[config.mk]
export PLATFORM = sky130hd
export DESIGN_NAME = unidad_logica_secuencial
export DESIGN_NICKNAME = d
export VERILOG_FILES = /design/src/rtl/unidad_logica_secuencial.sv
export SDC_FILE = /design/constraint.sdc
export NUM_CORES = 1
export LEC_CHECK = 0
export ABC_AREA = 1
export ABC_CLOCK_PERIOD_IN_PS = 2100
export CAP_MARGIN = 25
export CORE_UTILIZATION = 54
export CTS_CLUSTER_SIZE = 20
export DETAILED_ROUTE_END_ITERATION = 8
export HOLD_SLACK_MARGIN = 0.03
export PLACE_DENSITY = 0.8
export SETUP_SLACK_MARGIN = 0.2
export SKIP_LAST_GASP = 1
export SLEW_MARGIN = 20
export SYNTH_ARGS = -nofsm -noshare
export SYNTH_HDL_FRONTEND = slang
export SYNTH_SLANG_ARGS = --single-unit
export TNS_END_PERCENT = 100
[constraint.sdc]
create_clock -name clk -period 2.1 [get_ports clk]
set_input_delay 0.63 -clock clk [delete_from_list [all_inputs] [get_ports clk]]
set_output_delay 0.63 -clock clk [all_outputs]
set_load 0.02 [all_outputs]
[src/rtl/unidad_logica_secuencial.sv]
// Handshaked logic unit: bitwise ops in one cycle,
// shifts iterated one bit per cycle.
module unidad_logica_secuencial #(
    parameter int N  = 8,
    parameter int CW = $clog2(N) + 1
) (
    input  logic         clk,
    input  logic         rst,
    input  logic         in_valid,
    output logic         in_ready,
    input  logic [N-1:0] numero1,
    input  logic [N-1:0] numero2,
    input  logic [2:0]   ALUControl,
    output logic         out_valid,
    input  logic         out_ready,
    output logic [N-1:0] resultado,
    output logic         zero,
    output logic         err
);
    typedef enum logic [1:0] {IDLE, SHIFT, DONE} state_t;

    localparam logic [N:0] NW = (N+1)'(N);

    state_t        state, state_n;
    logic [N-1:0]  work;
    logic [CW-1:0] cnt;
    logic [2:0]    op;
    logic          accept;
    logic          is_shift;
    logic          b_zero;
    logic          b_big;
    logic          go_shift;
    logic          last;
    logic [N-1:0]  imm;
    logic [N-1:0]  step;

    assign accept   = in_valid && in_ready;
    assign is_shift = ALUControl inside {3'b100, 3'b101, 3'b110};
    assign b_zero   = (numero2 == '0);
    assign b_big    = ({1'b0, numero2} >= NW);
    assign go_shift = is_shift && !b_zero && !b_big;
    assign last     = (cnt == CW'(1));

    // Result when the op completes at the accept edge
    always_comb begin
        imm = '0;
        unique case (ALUControl)
            3'b000:         imm = numero1 & numero2;
            3'b001:         imm = numero1 | numero2;
            3'b010:         imm = numero1 ^ numero2;
            3'b011:         imm = ~numero1;
            3'b100, 3'b101: imm = b_zero ? numero1 : '0;
            3'b110:         imm = b_zero ? numero1 : {N{numero1[N-1]}};
            default:        imm = '0;
        endcase
    end

    always_comb begin
        unique case (op)
            3'b100:  step = {work[N-2:0], 1'b0};
            3'b110:  step = {work[N-1], work[N-1:1]};
            default: step = {1'b0, work[N-1:1]};
        endcase
    end

    always_ff @(posedge clk) begin
        if (rst) state <= IDLE;
        else     state <= state_n;
    end

    always_comb begin
        state_n = state;
        unique case (state)
            IDLE:    if (accept) state_n = go_shift ? SHIFT : DONE;
            SHIFT:   if (last) state_n = DONE;
            DONE:    if (out_ready) state_n = IDLE;
            default: state_n = IDLE;
        endcase
    end

    always_comb begin
        in_ready  = (state == IDLE);
        out_valid = (state == DONE);
    end

    // resultado/zero/err only change when a new result is presented
    always_ff @(posedge clk) begin
        if (rst) begin
            work      <= '0;
            cnt       <= '0;
            op        <= '0;
            resultado <= '0;
            zero      <= 1'b0;
            err       <= 1'b0;
        end else if (accept) begin
            op <= ALUControl;
            if (go_shift) begin
                work <= numero1;
                cnt  <= CW'(numero2);
            end else begin
                resultado <= imm;
                zero      <= (imm == '0);
                err       <= (ALUControl == 3'b111);
            end
        end else if (state == SHIFT) begin
            work <= step;
            cnt  <= cnt - CW'(1);
            if (last) begin
                resultado <= step;
                zero      <= (step == '0);
                err       <= 1'b0;
            end
        end
    end
endmodule

Yosys cells after proc, flatten, opt, wreduce, memory -nomap -nowiden --
Index checks and enable logic that the tools add are counted.
Storage, ports and cells: register bits after elaboration 27, input bits 23, output and inout port bits 12, word-level logic and storage cells 74
Operators by class: add/sub/neg operators 1, magnitude comparators 1, equal/unequal tests 17, mux-type cells 27, bitwise gates (word level) 4, reduce and logical (&&, ||, !) cells 17
Operator list (number):
- $mux W8 | 8
- $pmux W8 S6 | 1
- $logic_not A8 Y1 | 3
- $eq A3 B3 Y1 const B | 6
- $pmux W8 S2 | 1
- $mux W4 | 3
- $and A8 B8 Y8 | 1
- $ge A8 B4 Y1 const B | 1
- $mux W1 | 8
- $mux W2 | 4
- $not A8 Y8 | 1
- $or A8 B8 Y8 | 1
- $xor A8 B8 Y8 | 1
- $mux W7 | 1
- $eq A3 B2 Y1 const B | 2
- $ne A2 B1 Y1 const B | 3
- $pmux W2 S3 | 1
- $reduce_and A3 Y1 | 2
- $eq A4 B1 Y1 const B | 1
- $ne A2 B2 Y1 const B | 2
- $reduce_bool A2 Y1 | 2
- $sub A4 B1 Y4 const B | 1
- $eq A3 B1 Y1 const B | 1
- $logic_and A1 B1 Y1 | 3
- other kinds (8) | 9

Depth between registers and ports, before layout --
Gate-level depths: netlist of the first run.
depth in word-level cells 7, gate-level depth with buffers 12, gate-level depth less buffers 12

Least setup slack after synthesis of the first run --
Ideal clock, no wire load.
path kind input to register, from input ALUControl[1], to register zero, setup time 0.118 ns, arrival time 1.672 ns, data required time 1.982 ns, setup slack 0.310 ns, cell stages on the path 11, buffers on the path 1, path through buf_2 > nor3_1 > nand2_1 > nand2_1 > inv_1 > nand3_1 > nor2_1 > nand2_1 > nor2_1 > nand2_1 > a21oi_1
On the way: word-level cells in the longest chain between the ends 6, elaborated cells on any way between the ends 17, those cells by class eq/ne (7); mux (3); reduce/logical (7)
Ends and longest elaborated chain:
- start, declared | RTL line 13 | input logic [2:0] ALUControl,
- $eq A3 B3 Y1 | RTL line 38, 47
- $reduce_or A2 Y1 / $reduce_bool A3 Y1 (equally long branches) | RTL line 47, 38
- $pmux W8 S6 / $logic_and A1 B1 Y1 (equally long branches) | RTL line 47, 41
- $logic_not A8 Y1 / $logic_and A1 B1 Y1 (equally long branches) | RTL line 102, 41
- $mux W1 / $ne A2 B2 Y1 (equally long branches)
- $mux W1 / $reduce_and A3 Y1 (equally long branches)
- end signal, assigned | RTL line 102 | zero <= (imm == '0);
- end signal, assigned | RTL line 110 | zero <= (step == '0);
- end, declared | RTL line 17 | output logic zero,
Parallel ways exist; a longest one is shown, timed or not. The select of a mux whose other input is x is not followed. A chain may end at the register's enable or synchronous reset.

Worst setup path in the final report of the first run --
from register resultado[5], to output resultado[5]
RTL lines:
- start, declared | RTL line 16 | output logic [N-1:0] resultado,
- start signal, assigned | RTL line 101 | resultado <= imm;
- start signal, assigned | RTL line 109 | resultado <= step;
No word-level cell between the ends.

==> results of run 1 <==
==> layout make-up <==
class                           count  share of cell area, %
Clock inverter                      1                  0.249
Clock buffer                        3                   1.37
Inverter                           48                   6.28
Timing Repair Buffer               79                   23.4
Tap cell                           48                   2.00
Sequential cell                    27                   18.0
Multi-Input combinational cell    265                   48.7
==> report_power, final <==
group | internal, mW | switching (mW)
clock | 0.135 | 0.172
combinational | 0.188 | 0.247
sequential | 0.536 | 0.0140
total | 0.859 | 0.433
==> placed cells by master, fill, tap and decap left out, drive strengths merged <==
| master | netlist | routed |
|---|---|---|
| clkdlybuf4s15 | 0 | 2 |
| nand3b | 2 | 2 |
| a21boi | 1 | 1 |
| a211oi | 4 | 4 |
| o21ai | 40 | 40 |
| a31oi | 12 | 12 |
| clkbuf | 4 | 10 |
| a22oi | 1 | 1 |
| dfxtp | 27 | 27 |
| nor3 | 4 | 4 |
| inv | 48 | 47 |
| buf | 7 | 45 |
| nor2 | 59 | 59 |
| nand3 | 20 | 20 |
| dlygate4sd2 | 0 | 2 |
| a21oi | 15 | 15 |
| nand2 | 87 | 87 |
| clkdlybuf4s50 | 0 | 10 |
| o211ai | 1 | 1 |
| nand4 | 1 | 1 |
| dlymetal6s2s | 0 | 13 |
| ha | 18 | 18 |
| clkinvlp | 0 | 2 |
==> worst min path at each step <==
stage	slack, ns	depth (start not counted)	endpoint	from
2_1_floorplan	0.44	2	work[4]	work[4]
3_3_place_gp	0.45	2	err	err
3_5_place_dp	0.46	2	err	err
4_1_cts	0.47	2	err	err
5_1_grt	0.50	2	resultado[7]	resultado[7]
6_report	0.47	2	err	err
==> kinds of logic (layout without fill, tap and decap cells) <==
kind of cell / after synthesis / in the layout / synth area share, %
simple gates: 173 / 173 / 34.0
compound gates: 74 / 74 / 19.3
buf+inv: 59 / 131 / 11.5
flops: 27 / 27 / 24.8
fa+ha+maj: 18 / 18 / 10.3
==> sequential cells by signal (all words and copies together), names as in the netlist <==
signal     flops
work           8
op             3
err            1
state          2
resultado      8
zero           1
cnt            4
==> per-layer routing <==
metal | vias to the layer above | track usage, % | routed length (um)
li1 | 1274 | - | -
met1 | 1155 | 39.4 | 2670
met2 | 111 | 52.1 | 3040
met3 | 15 | 3.13 | 384
met4 | 0 | 9.78 | 131
met5 | - | 0 | 0
==> per-stage QoR <==
stage / worst slack, ns / power [mW]
floorplan: 0.310 / 0.776
global placement: -0.341 / 0.966
detailed placement: -0.467 / 0.976
CTS: 0.0453 / 1.28
global route: 0.137 / 1.36
finish: 0.236 / 1.29
==> cell usage after synthesis, drive strengths merged <==
cell | instances | area (um2)
a211oi | 4 | 30.0
a21boi | 1 | 7.51
a21oi | 15 | 75.1
a22oi | 1 | 7.51
a31oi | 12 | 81.3
buf | 7 | 53.8
clkbuf | 4 | 15.0
dfxtp | 27 | 541
ha | 18 | 225
inv | 48 | 183
nand2 | 87 | 342
nand3 | 20 | 100
nand3b | 2 | 15.0
nand4 | 1 | 21.3
nor2 | 59 | 231
nor3 | 4 | 31.3
o211ai | 1 | 12.5
o21ai | 40 | 208
==> repair_timing <==
| action | in CTS | in global routing |
|---|---|---|
| buffers inserted | 2 | 3 |
| hold buffers | 0 | 0 |
| setup endpoints to repair | 24 | 27 |
| pin swaps | 8 | 29 |
| cloned | 0 | 0 |
| gates resized for setup | 28 | 56 |
==> results.py, run 1 <==
metrics = {
    "critical_path": {
        "cp.depth": 1,
        "rr_worst_depth": 9,
        "cp_cell_sequence": "clkdlybuf4s50_1",
        "cp-endpoint": "resultado[5]",
        "slowest_delay_ns": 0.61,
        "worst_path_max_delay_cell": "clkdlybuf4s50_1",
        "path_buf_inv": 1,
        "crit_start": "resultado[5]",
        "reg2reg_slack_ns": 0.44,
        "worstPathArrival_ns": 1.23,
        "start_kind": "register",
        "timing.rr.start": "state[0]",
        "crit_family": "buffers and inverters",
        "worstSetupEndpointType": "primary output",
        "crit_required_ns": 1.47,
        "worst-path-max-fanout": 2,
        "reg2reg_to": "resultado[7]",
        "critical_path_class": "register to primary output",
    },
    "clocking": {
        "clkLatencyLatePin_ns": 0.28,
        "cts_tree": "yes",
        "cts_buffers": 3,
        "ctsLongestPathBuffers": 2,
        "htreeDepth": 1,
        "clock-sinks": 27,
        "cts_root_buf": "clkbuf_8",
        "clk_pin_slew_ns": 0.10,
    },
    "flow_run": {
        "maxCapViolations": 0,
    },
    "global_routing": {
        "grt_pass1_wl_um": 10100,
        "grt_max_degree": 22,
        "grt_pass1_vias": 2263,
        "grt_antenna_before_repair": 0,
        "grt_overflow": 0,
        "grt_usage_pct": 30.4,
    },
    "routing": {
        "drcViolationCount": 0,
        "routed_wl_um": 6230,
        "drt_iter0_drc": 294,
        "vias_per_cell": 5.42,
        "drt_pass1_iterations": 5,
        "final_antenna_net_count": 0,
        "post_drt_wl_per_cell_um": 13.2,
        "vias": 2555,
    },
    "status": {
        "status": "finished, final reports clean",
    },
    "sta": {
        "fmax_mhz": 537,
        "grt_setup_unrepaired": "yes",
        "skew_ns": 0.0109,
        "fin_crit_ns": 1.86,
        "min_period_over_period_pct": 88.8,
        "maxSlewHeadroom_pct": 68.8,
        "finalSetupTns_ns": 0,
        "hold_slack_ns": 0.467,
        "setup_viol": 0,
        "hold_viol_final": 0,
        "worst_pin_slew_ns": 0.465,
        "final_max_slew_viol_count": 0,
    },
    "synthesis": {
        "synth.distinct_cells": 28,
        "ys_seq_area_share_pct": 24.8,
        "synth_area_um2": 2180,
        "synth-seq-cells": 27,
        "syn_inst": 351,
        "yosys_warnings": 0,
        "syn-num-nets": 392,
        "avgSynthCellArea_um2": 6.21,
    },
    "floorplanning": {
        "rows": 22,
        "coreArea_um2": 3770,
        "ios": 35,
        "die_h_um": 65.5,
        "fp.dieW_um": 65.5,
        "die_area_um2": 4290,
        "initial_core_util_pct": 57.8,
    },
    "cells_and_area": {
        "fin_area_um2": 3010,
        "multiInputGateArea_um2": 1470,
        "antennaDiodeCount": 0,
        "syn2layout_area_growth_pct": 38.1,
        "fin_cells": 471,
        "final_net_count": 465,
        "fill_cells": 282,
        "final_core_util_pct": 79.8,
        "seqCellArea_um2": 541,
        "drive_gt1_share_pct": 23.9,
    },
    "power": {
        "ir_worst_vdd_v": 0.000218,
        "p_leak_nw": 1.57,
        "powerDensity_nw_per_um2": 429,
    },
    "placement": {
        "postPlaceCellArea_um2": 2840,
        "numPlacedInstances": 462,
        "portBuffers": 34,
        "dp_hpwl_um": 4780,
        "globalplace.congestion": 0.922,
    },
    "worst_hold_path": {
        "hold_path.class": "register to register",
    },
}
Power figures use the tool's default switching activity.
==> run 2, diff against run 1 <==
- TNS_END_PERCENT: 100 -> 1
==> results.py, run 2 (synthesis results as in run 1) <==
metrics = {
    "clocking": {
        "cts_tree": "yes",
        "cts_root_buf": "clkbuf_8",
        "ctsLongestPathBuffers": 2,
        "htreeDepth": 1,
        "clk_pin_slew_ns": 0.09,
        "postCtsHoldBufs": 0,
        "cts_buffers": 3,
        "clock-sinks": 27,
        "clkLatencyLatePin_ns": 0.28,
    },
    "cells_and_area": {
        "final_cell_mix": "82 x nand2_1, 48 x nor2_1, 43 x inv_1, 39 x buf_4, 31 x o21ai_0",
        "fin_cells": 467,
        "final_core_util_pct": 78.7,
        "reg.largest.list": "resultado x8, work x8, cnt x4",
        "drive_gt1_share_pct": 18.1,
        "fin_area_um2": 2970,
        "final_net_count": 461,
        "syn2layout_area_growth_pct": 36.2,
        "fill_cells": 286,
        "layout_commonest_cell": "nand2_1",
        "antennaDiodeCount": 0,
    },
    "sta": {
        "fmax_mhz": 487,
        "skew_ns": 0.00816,
        "final_max_slew_viol_count": 0,
        "fin_crit_ns": 2.05,
        "min_period_over_period_pct": 97.7,
        "setup_viol": 0,
        "hold_viol_final": 0,
        "maxSlewHeadroom_pct": 69.5,
        "grt_setup_unrepaired": "yes",
        "hold_slack_ns": 0.472,
        "worst_pin_slew_ns": 0.455,
    },
    "critical_path": {
        "slowest_delay_ns": 0.47,
        "reg2reg_slack_ns": 0.47,
        "crit_start": "numero2[1]",
        "worstSetupEndpointType": "register",
        "path_buf_inv": 1,
        "cp.depth": 11,
        "timing.rr.start": "state[0]",
        "cp_cell_sequence": "clkdlybuf4s50_1 -> nor2_2 -> nand2_1 -> o21ai_0 -> nand2_2 -> nor2_1 -> nor2_1 -> nand2_1 -> nor2_1 -> nand2_1 -> a21oi_1",
        "crit_required_ns": 2.27,
        "worst_path_max_delay_cell": "clkdlybuf4s50_1",
        "worst-path-max-fanout": 7,
        "worstPathArrival_ns": 2.22,
        "cp-endpoint": "zero",
        "start_kind": "input pin",
        "reg2reg_to": "resultado[3]",
        "crit_family": "simple AND/OR/NAND/NOR gates",
        "critical_path_class": "input pin to register",
        "rr_worst_depth": 6,
    },
    "routing": {
        "vias_per_cell": 5.30,
        "vias": 2476,
        "routed_wl_um": 6100,
        "post_drt_wl_per_cell_um": 13.1,
        "drcViolationCount": 0,
        "drt_pass1_iterations": 5,
        "final_antenna_net_count": 0,
        "drt_iter0_drc": 314,
    },
    "placement": {
        "postPlaceCellArea_um2": 2840,
        "portBuffers": 34,
        "dp_hpwl_um": 4780,
        "numPlacedInstances": 462,
        "globalplace.congestion": 0.922,
    },
    "global_routing": {
        "grt_max_degree": 22,
        "grt_overflow": 0,
        "grt_pass1_vias": 2202,
        "grt_pass1_wl_um": 9870,
        "grt_antenna_before_repair": 0,
        "grt_usage_pct": 29.7,
    },
    "power": {
        "power.total_mw": 1.28,
        "p_leak_nw": 1.50,
        "ir_worst_vdd_v": 0.000215,
        "powerDensity_nw_per_um2": 433,
    },
    "status": {
        "status": "finished, final reports clean",
    },
    "flow_run": {
        "maxCapViolations": 0,
    },
    "worst_hold_path": {
        "hold_path.class": "register to register",
    },
    "floorplanning": {
        "die_h_um": 65.5,
        "fp.dieW_um": 65.5,
        "rows": 22,
        "die_area_um2": 4290,
        "initial_core_util_pct": 57.8,
        "coreArea_um2": 3770,
        "ios": 35,
    },
}
-- run 2: changes by cell type in the layout (fill, tap and decap cells not counted), moves of 2 or more --
cell             change
inv_1                +4
buf_6                -2
nor2_2               -4
clkdlybuf4s50_1     +12
clkbuf_2             -7
o21ai_1              -3
clkdlybuf4s15_1      -2
inv_2                -4
nand2_1              +3
buf_4                -2
dlymetal6s2s_1       -3
nor2_1               +4
nand2_2              -3
o21ai_0              +4
-- run 2: how the worst min path moves through the flow --
stage / depth (start not counted) / start / to
global placement: 2 / err / err
global route: 2 / resultado[7] / resultado[7]
floorplan: 2 / work[4] / work[4]
detailed placement: 2 / err / err
finish: 2 / resultado[7] / resultado[7]
CTS: 2 / err / err
-- run 2: final cells by class --
cell class | instances | area, um2 | share of cell area, %
multi-input combinational | 265 | 1440 | 48.4
timing repair buffer | 75 | 696 | 23.4
sequential | 27 | 541 | 18.2
inverter | 48 | 186 | 6.28
tap | 48 | 60.1 | 2.02
clock buffer | 3 | 41.3 | 1.39
clock inverter | 1 | 7.51 | 0.253
-- run 2: where the power goes --
part	total (mW)	switching (mW)	internal, mW
Combinational	0.428	0.239	0.189
Sequential	0.550	0.0143	0.536
Clock	0.307	0.172	0.135
-- run 2: repair_timing --
item,in CTS,in global routing
hold endpoints to repair,0,0
resized for setup,5,30
endpoints found under the setup margin,24,28
pin swaps,0,6
setup buffers,0,1
-- run 2: worst min-delay path, cell delays in order (launching register included) --
cell,delay (ns)
dfxtp_1,0.32
nand2_1,0.06
a21oi_1,0.06
-- run 2: stage by stage --
step	TNS (ns)	setup slack [ns]
2_1_floorplan	0	0.310
3_3_place_gp	-5.63	-0.341
3_5_place_dp	-6.10	-0.467
4_1_cts	-0.104	-0.0345
5_1_grt	-0.0247	-0.0225
6_report	0	0.0484
-- run 2: per-layer routing --
layer,global-route usage (%),up-vias,routed length (um)
met5,0,-,0
met4,9.24,0,138
met3,3.13,17,313
met2,51.0,101,2900
met1,38.5,1089,2750
li1,-,1269,-
